## src/rtl/drone_cmd_sender.sv

```systemverilog
// Frames a command ID plus argument, streams it over a valid/ready byte link,
// waits for a matching ack with timeout/retry, and reports a packed status word.
module drone_cmd_sender #(
  parameter int          ARG_BYTES      = 4,
  parameter int          DATA_W         = 32,
  parameter int          TIMEOUT_CYCLES = 1000,
  parameter int          MAX_RETRIES    = 3,
  parameter logic [7:0]  SYNC_BYTE      = 8'hA5
) (
  input  logic                   clk,
  input  logic                   rst_n,
  input  logic                   start,
  input  logic [7:0]             cmd_id,
  input  logic [8*ARG_BYTES-1:0] cmd_arg,
  output logic                   busy,
  output logic                   done,
  output logic [DATA_W-1:0]      result,
  output logic [7:0]             tx_data,
  output logic                   tx_valid,
  input  logic                   tx_ready,
  input  logic                   ack_valid,
  input  logic [7:0]             ack_id,
  input  logic [7:0]             ack_status
);
  localparam int NB = ARG_BYTES + 3;
  localparam int IW = $clog2(NB);
  localparam int TW = $clog2(TIMEOUT_CYCLES);

  typedef enum logic [1:0] {IDLE, SEND, WAIT_ACK, DONE_STATE} state_t;

  state_t                 state, state_nx;
  logic [7:0]             id_q;
  logic [8*ARG_BYTES-1:0] arg_q;
  logic [IW-1:0]          idx;
  logic [TW-1:0]          tcnt;
  logic [8:0]             attempts;
  logic [7:0]             csum, frame_byte, att_sat;
  logic                   xfer, last_byte, ack_hit, expire, retry_ok;
  logic [DATA_W-1:0]      ack_word, to_word;

  // Frame byte selected from latched command; checksum recomputed from latched fields.
  always_comb begin
    csum = id_q;
    for (int i = 0; i < ARG_BYTES; i++) csum = csum ^ arg_q[8*i +: 8];
    frame_byte = csum;
    if (idx == '0) frame_byte = SYNC_BYTE;
    else if (idx == IW'(1)) frame_byte = id_q;
    else
      for (int i = 0; i < ARG_BYTES; i++)
        if (int'(idx) == i + 2) frame_byte = arg_q[8*(ARG_BYTES-1-i) +: 8];
  end

  assign tx_valid  = (state == SEND);
  assign tx_data   = tx_valid ? frame_byte : 8'h00;
  assign busy      = (state != IDLE);
  assign done      = (state == DONE_STATE);
  assign xfer      = tx_valid && tx_ready;
  assign last_byte = (idx == IW'(NB-1));
  assign ack_hit   = ack_valid && (ack_id == id_q);
  assign expire    = (tcnt == TW'(TIMEOUT_CYCLES-1));
  assign retry_ok  = (attempts <= 9'(MAX_RETRIES));
  assign att_sat   = attempts[8] ? 8'hFF : attempts[7:0];

  always_comb begin
    ack_word        = '0;
    ack_word[23:0]  = {att_sat, ack_status, (ack_status == 8'h00) ? 8'd0 : 8'd1};
    to_word         = '0;
    to_word[23:0]   = {att_sat, 8'h00, 8'd2};
  end

  always_comb begin
    state_nx = state;
    case (state)
      IDLE:       if (start) state_nx = SEND;
      SEND:       if (xfer && last_byte) state_nx = WAIT_ACK;
      WAIT_ACK:   if (ack_hit) state_nx = DONE_STATE;
                  else if (expire) state_nx = retry_ok ? SEND : DONE_STATE;
      DONE_STATE: state_nx = IDLE;
      default:    state_nx = IDLE;
    endcase
  end

  always_ff @(posedge clk or negedge rst_n) begin
    if (!rst_n) state <= IDLE;
    else        state <= state_nx;
  end

  always_ff @(posedge clk or negedge rst_n) begin
    if (!rst_n) begin
      id_q     <= '0;
      arg_q    <= '0;
      idx      <= '0;
      tcnt     <= '0;
      attempts <= '0;
      result   <= '0;
    end else begin
      case (state)
        IDLE: if (start) begin
          id_q     <= cmd_id;
          arg_q    <= cmd_arg;
          attempts <= 9'd1;
          result   <= '0;
          idx      <= '0;
        end
        SEND: if (xfer) begin
          idx <= last_byte ? '0 : idx + 1'b1;
          if (last_byte) tcnt <= '0;
        end
        WAIT_ACK: begin
          tcnt <= tcnt + 1'b1;
          // A matching ack on the expiry cycle takes priority over the timeout.
          if (ack_hit)       result   <= ack_word;
          else if (expire) begin
            if (retry_ok)    attempts <= attempts + 1'b1;
            else             result   <= to_word;
          end
        end
        default: ;
      endcase
    end
  end
endmodule

```

## config.mk

```make
export PLATFORM = sky130hd
export DESIGN_NAME = drone_cmd_sender
export DESIGN_NICKNAME = d
export VERILOG_FILES = /design/src/rtl/drone_cmd_sender.sv
export SDC_FILE = /design/constraint.sdc
export NUM_CORES = 1
export LEC_CHECK = 0
export ABC_AREA = 1
export ABC_CLOCK_PERIOD_IN_PS = 4450
export BUFFER_PORTS_ARGS = -buffer_cell sky130_fd_sc_hd__buf_2
export CAP_MARGIN = 5
export CELL_PAD_IN_SITES_DETAIL_PLACEMENT = 0
export CELL_PAD_IN_SITES_GLOBAL_PLACEMENT = 1
export CORE_ASPECT_RATIO = 0.8
export CORE_MARGIN = 3
export CORE_UTILIZATION = 42
export CTS_CLUSTER_DIAMETER = 100
export DETAILED_ROUTE_END_ITERATION = 10
export PLACE_DENSITY = 0.94
export SLEW_MARGIN = 20
export SYNTH_ARGS = -nofsm -noshare
export SYNTH_HDL_FRONTEND = slang
export SYNTH_SLANG_ARGS = --single-unit
```

## constraint.sdc

```tcl
create_clock -name clk -period 4.45 [get_ports clk]
set_input_delay 0.6675 -clock clk [delete_from_list [all_inputs] [get_ports clk]]
set_output_delay 0.6675 -clock clk [all_outputs]
set_load 0.02 [all_outputs]
```

==> results.yml, run 1 <==
timing:
  relSlewSlack: 0.4504
  finalWorstSetupSlack_ns: 1.186
  tightest_slew_ns: 0.8181
  period_needed_ns: 3.264
  max_freq_ghz: 0.3064
  skew_ns: 0.008085
  drv_slew: 0
  hold_viol: 0
  setup_viol: 0
  grt_setup_unrepaired: "false"
  final.period_utilization: 0.7334
  setup_tns_ns: 0
clock_tree:
  cts_repair_resize_count: 0
  clock_latency_ns: 0.34
  cts_tree: "done"
  clkTransAtPathRegs_ns: 0.06
  hold_buffers: 0
  root_buffer: "clkbuf_16"
  postCtsSetupBuffers: 0
  numCtsBuffers: 9
  htreeDepth: 3
  cts.sinks: 82
  clk_path_buf_depth: 2
route:
  drt_iter0_markers: 217
  ant_nets: 0
  wirelength_um: 10910
  vias_per_cell: 4.947
  drt-wirelength-per-cell_um: 13.06
  drcViolationCount: 0
  route.vias.total: 4131
  firstDrtPassIters: 4
power_and_ir_drop:
  power_frac_seq: 0.328
  p_int_uw: 2142
  p_leak_uw: 0.002969
  clockPowerShare: 0.211
  worst_ir_drop_vdd_v: 0.0003902
  p_sw_frac: 0.4334
  powerDensity_nw_per_um2: 697.0
  p_switching_uw: 1638
  p_comb_frac: 0.461
worst_hold_path:
  hp-class: "input pin to asynchronous set/reset pin"
place:
  dp.cells: 820
  place_ws_ns: 1.612
  port_buffers: 89
  hpwl_um: 8082
  gp_congestion: 0.8684
setup_path:
  cp-end-kind: "output port"
  cp-start-kind: "register"
  critPathMostFrequentCell: "nand2_1"
  worstPathArrival_ns: 2.60
  critical_path_class: "register to output port"
  critPathMaxFanout: 15
  path_cells: "inv_1 -> nand3_1 -> nand4_1 -> nand2_1 -> nand2_1 -> nand2_1 -> nand2_1 -> nand2_1 -> a21oi_1 -> buf_2"
  crit_path_top_delay_cell: "nand3_1"
  cp_data_required_time_ns: 3.78
  worstPathBufferInverterCount: 2
  crit_family: "simple AND/OR/NAND/NOR gates"
  crit_path_max_incr_delay_ns: 0.58
layout:
  drive_gt1_frac: 0.1957
  fin_util: 0.5191
  syn_to_final_growth_pct: 17.87
  fin_nets: 755
  fillers: 1014
  antenna_cells: 0
  finish.cell_count_without_fillers: 835
global_routing:
  grt_use_total: 0.1893
  grt_max_degree: 83
  grt_overflow: 0
  grt_pass1_vias: 3945
  grt_pass1_wl_um: 18410
  antenna_found_initial: 0
floorplan:
  rows: 33
  die-width_um: 123.0
  die_h_um: 99.61
  core-area_um2: 10450
  top_level_ports: 104
  initial_utilization: 0.4404
  dieArea_um2: 12250
outcome:
  outcome: "finished clean"
logic_synthesis:
  netlist_instances: 606
  synth_ff_type: "dfrtp_1"
  yosysSeqAreaShare: 0.4460
  async_flop_share: 1.000
  yosysWarnings: 0
  synth.most_common_cell: "nand2_1"
  synth_area_per_cell_um2: 7.592
  synth_cell_types: 35
  synth_top_area_frac: 0.4460
  synth_edf_count: 0
  synth_commonest_cells: "nand2_1 (159), dfrtp_1 (82), inv_1 (69)"
  synth_seq_cells: 82
  yosys.area.top_type: "dfrtp_1"
  synth_area_leaders: "dfrtp_1 (45%), nand2_1 (13%), a21oi_1 (6.5%), inv_1 (5.6%), nor2_1 (5.5%)"
  netlist_area_um2: 4601
job:
  maxCapViolations: 0
metal layers:
layer / vias to the layer above / track usage / share of wire
met2: 107 / 0.2944 / 0.45
li1: 2082 / - / -
met1: 1925 / 0.2560 / 0.47
met3: 17 / 0.05799 / 0.057
met4: 0 / 0.05447 / 0.018
met5: - / 0 / 0
worst register-to-register path: cells and delay by family, from the launching register on:
kind / cells / cell delay [ns]
and+or+nand+nor: 2 / 0.69
AOI/OAI and AO/OA: 2 / 0.52
buffers and inverters: 2 / 0.43
DFF: 1 / 0.39
through the flow:
stage	hold WS [ns]	instance area, um^2	total power, uW
floorplan	0.3719	4649	2574
global placement	0.4480	5101	2924
detailed placement	0.4528	5101	2990
CTS	0.4697	5419	3801
global route	0.4307	5423	4131
finish	0.3781	5423	3780
state kept, by name (all words and copies together) (netlist names):
name      flops
idx           3
attempts      9
id_q          8
state         2
arg_q        32
result       18
tcnt         10
power groups by stage:
stage	Combinational, uW	Clock, uW	Sequential [uW]
finish	1740	799	1240
global route	1990	857	1280
CTS	1750	815	1240
detailed placement	1740	0	1250
global placement	1690	0	1240
floorplan	1370	0	1200
layout make-up:
| type | instances | area [um^2] | area share |
|---|---|---|---|
| clock buffer | 10 | 239.0 | 0.04407 |
| clock inverter | 5 | 78.83 | 0.01454 |
| inverter | 71 | 266.5 | 0.04915 |
| multi-input combinational | 436 | 2145 | 0.3955 |
| sequential | 82 | 2052 | 0.3784 |
| tap | 140 | 175.2 | 0.03230 |
| timing repair buffer | 91 | 466.7 | 0.08606 |
layout by cell type, fill, tap and decap left out, types with 2 or more instances in the layout:
cell type  netlist  routed
clkinv_2         0       2
buf_4           17       2
inv_1           69      69
nor2_1          68      68
o21ai_0         27      27
mux2_2          14      14
dfrtp_1         82      82
o21ai_1          4       4
nor3_1           6       6
nand2_2          5       6
clkbuf_16        0       9
nor2_2           3       3
nand4_1         10      10
xnor2_1         11      11
a21oi_1         60      60
nand3_1         31      31
buf_2            4      88
nand3_4          2       2
conb_1           1      14
inv_2            2       2
ha_1             3       3
xor2_1           7       7
nand2_1        159     158
nor4_1           2       2
bufinv_16        0       2
cells by family after synthesis:
family | synth area share
buffers and inverters | 0.09899
other | 0.0008151
AO/OA/AOI/OAI | 0.1107
adder cells (fa/ha/maj) | 0.008160
XOR/XNOR | 0.03427
AND/OR/NAND/NOR | 0.2668
flip-flops | 0.4460
multiplexers | 0.03427
final timing paths:
path,start,end,slack [ns],depth (start not counted)
max,idx[2]$_DFFE_PN0P_,tx_data[7],1.19,10
min,rst_n,result[0]$_DFFE_PN0P_,0.38,1
max reg2reg,state[0]$_DFFE_PN0P_,attempts[0]$_DFFE_PN0P_,2.32,6
min reg2reg,attempts[5]$_DFFE_PN0P_,attempts[5]$_DFFE_PN0P_,0.47,2
max in group asynchronous,rst_n,arg_q[12]$_DFFE_PN0P_,3.57,1
min in group clk,attempts[5]$_DFFE_PN0P_,attempts[5]$_DFFE_PN0P_,0.47,2
(Power assumes the default switching activity.)
==> inputs of run 2 (changes only) <==
--- a/config.mk
+++ b/config.mk
@@ -6,17 +6,17 @@
 export NUM_CORES = 1
 export LEC_CHECK = 0
 export ABC_AREA = 1
-export ABC_CLOCK_PERIOD_IN_PS = 4450
+export ABC_CLOCK_PERIOD_IN_PS = 3400
 export BUFFER_PORTS_ARGS = -buffer_cell sky130_fd_sc_hd__buf_2
 export CAP_MARGIN = 5
 export CELL_PAD_IN_SITES_DETAIL_PLACEMENT = 0
 export CELL_PAD_IN_SITES_GLOBAL_PLACEMENT = 1
 export CORE_ASPECT_RATIO = 0.8
 export CORE_MARGIN = 3
-export CORE_UTILIZATION = 42
+export CORE_UTILIZATION = 39
 export CTS_CLUSTER_DIAMETER = 100
 export DETAILED_ROUTE_END_ITERATION = 10
-export PLACE_DENSITY = 0.94
+export PLACE_DENSITY = 0.89
 export SLEW_MARGIN = 20
 export SYNTH_ARGS = -nofsm -noshare
 export SYNTH_HDL_FRONTEND = slang
==> constraint.sdc (replaced) <==
create_clock -name clk -period 3.4 [get_ports clk]
set_input_delay 0.51 -clock clk [delete_from_list [all_inputs] [get_ports clk]]
set_output_delay 0.51 -clock clk [all_outputs]
set_load 0.02 [all_outputs]
==> run 2 against run 1 <==
Non-clock buffer count grew 2. Sequential share of layout area is essentially flat. Critical path type unchanged. Combinational power grew 32%. Core utilization shrank 3.5 points. Clock skew grew 0.0022 ns.
==> results.yml, run 2 (synthesized netlist as in run 1, its figures left out) <==
timing:
  drv_slew: 0
  skew_ns: 0.01028
  relSlewSlack: 0.4563
  tightest_slew_ns: 0.8093
  grt_setup_unrepaired: "false"
  setup_viol: 0
  hold_viol: 0
  final.period_utilization: 0.9066
  fin_hold_ws_ns: 0.2102
  max_freq_ghz: 0.3244
  period_needed_ns: 3.083
  finalWorstSetupSlack_ns: 0.3175
  setup_tns_ns: 0
route:
  met3WireLength_um: 747
  drcViolationCount: 0
  wl_met2_um: 5175
  vias_per_cell: 4.935
  firstDrtPassIters: 5
  route.vias.total: 4150
  ant_nets: 0
  wirelength_um: 11210
  drt_iter0_markers: 318
  top_layer: "met4"
  wl_met1_um: 5088
  drt-wirelength-per-cell_um: 13.33
floorplan:
  die-width_um: 127.4
  dieArea_um2: 13140
  rows: 34
  die_h_um: 103.1
  core-area_um2: 11190
  top_level_ports: 104
  initial_utilization: 0.4112
power_and_ir_drop:
  total_power_uw: 4902
  powerDensity_nw_per_um2: 904.4
  p_leak_uw: 0.002955
  worst_ir_drop_vdd_v: 0.0003299
setup_path:
  cp-start-kind: "register"
  critPathMaxFanout: 15
  worstSetupStartpoint: "idx[2]$_DFFE_PN0P_"
  cp-end-kind: "output port"
  worstPathArrival_ns: 2.57
  critical_path_class: "register to output port"
  cp_data_required_time_ns: 2.89
  r2r-start: "state[0]$_DFFE_PN0P_"
clock_tree:
  root_buffer: "clkbuf_16"
  cts.sinks: 82
  clkTransAtPathRegs_ns: 0.06
  numCtsBuffers: 9
  cts_tree: "done"
  hold_buffers: 0
  htreeDepth: 3
  clock_latency_ns: 0.34
  cts_repair_resize_count: 0
  postCtsSetupBuffers: 0
  clk_path_buf_depth: 2
layout:
  fillers: 1084
  drive_gt1_frac: 0.1966
  fin_nets: 757
  antenna_cells: 0
  top_regs: "arg_q x32, result x18, tcnt x10"
  largest_register_ffs: 32
  final_common_cell: "nand2_1"
  syn_to_final_growth_pct: 17.81
  top_register: "arg_q"
  final_cell_mix: "nand2_1 (158), buf_2 (88), dfrtp_1 (82), inv_1 (69), nor2_1 (68)"
worst_hold_path:
  hp-class: "input pin to asynchronous set/reset pin"
global_routing:
  grt_pass1_vias: 3955
  grt_pass1_wl_um: 18950
  antenna_found_initial: 0
  grt_overflow: 0
  grt_use_total: 0.1777
  grt_max_degree: 83
job:
  maxCapViolations: 0
place:
  hpwl_um: 8240
  place_ws_ns: 0.7361
  port_buffers: 89
  gp_congestion: 0.8670
outcome:
  outcome: "finished clean"
-- run 2: routing by layer --
layer / vias up / global-route usage
met4: 0 / 0.05771
met3: 16 / 0.03780
met2: 128 / 0.2839
li1: 2080 / -
met5: - / 0
met1: 1926 / 0.2428
-- run 2: worst max-delay path, cell delays in order (launching register included) --
cell     delay, ns
dfrtp_1       0.40
inv_1         0.34
nand3_1       0.57
nand4_1       0.27
nand2_1       0.07
nand2_1       0.06
nand2_1       0.05
nand2_1       0.06
nand2_1       0.05
a21oi_1       0.16
buf_2         0.20
-- run 2: final cells by class --
cell class / count / area [um^2] / area share
multi-input combinational: 436 / 2145 / 0.3957
sequential: 82 / 2052 / 0.3786
timing repair buffer: 93 / 481.7 / 0.08887
inverter: 71 / 266.5 / 0.04917
clock buffer: 11 / 242.7 / 0.04478
tap: 144 / 180.2 / 0.03324
clock inverter: 4 / 52.55 / 0.009695
-- run 2: power breakdown --
| group | total (uW) | internal, uW | switching (uW) |
|---|---|---|---|
| Clock | 978 | 585 | 393 |
| Combinational | 2300 | 843 | 1450 |
| Sequential | 1630 | 1310 | 319 |
-- run 2: final timing paths --
kind	cells after the start	endpoint	slack [ns]
worst max-delay path	10	tx_data[7]	0.32
worst min-delay path	1	id_q[6]$_DFFE_PN0P_	0.21
worst max register to register	7	attempts[2]$_DFFE_PN0P_	1.29
worst min register to register	2	result[20]$_DFFE_PN0P_	0.47
max in group asynchronous	1	result[14]$_DFFE_PN0P_	2.67
min in group clk	3	result[10]$_DFFE_PN0P_	0.39
-- run 2: metrics by stage --
stage	cells	util	cell area, um^2
CTS	841	0.4841	5416
finish	841	0.4845	5420
detailed placement	826	0.4577	5121
floorplan	619	-	4649
global route	841	0.4845	5420
global placement	826	0.4577	5121
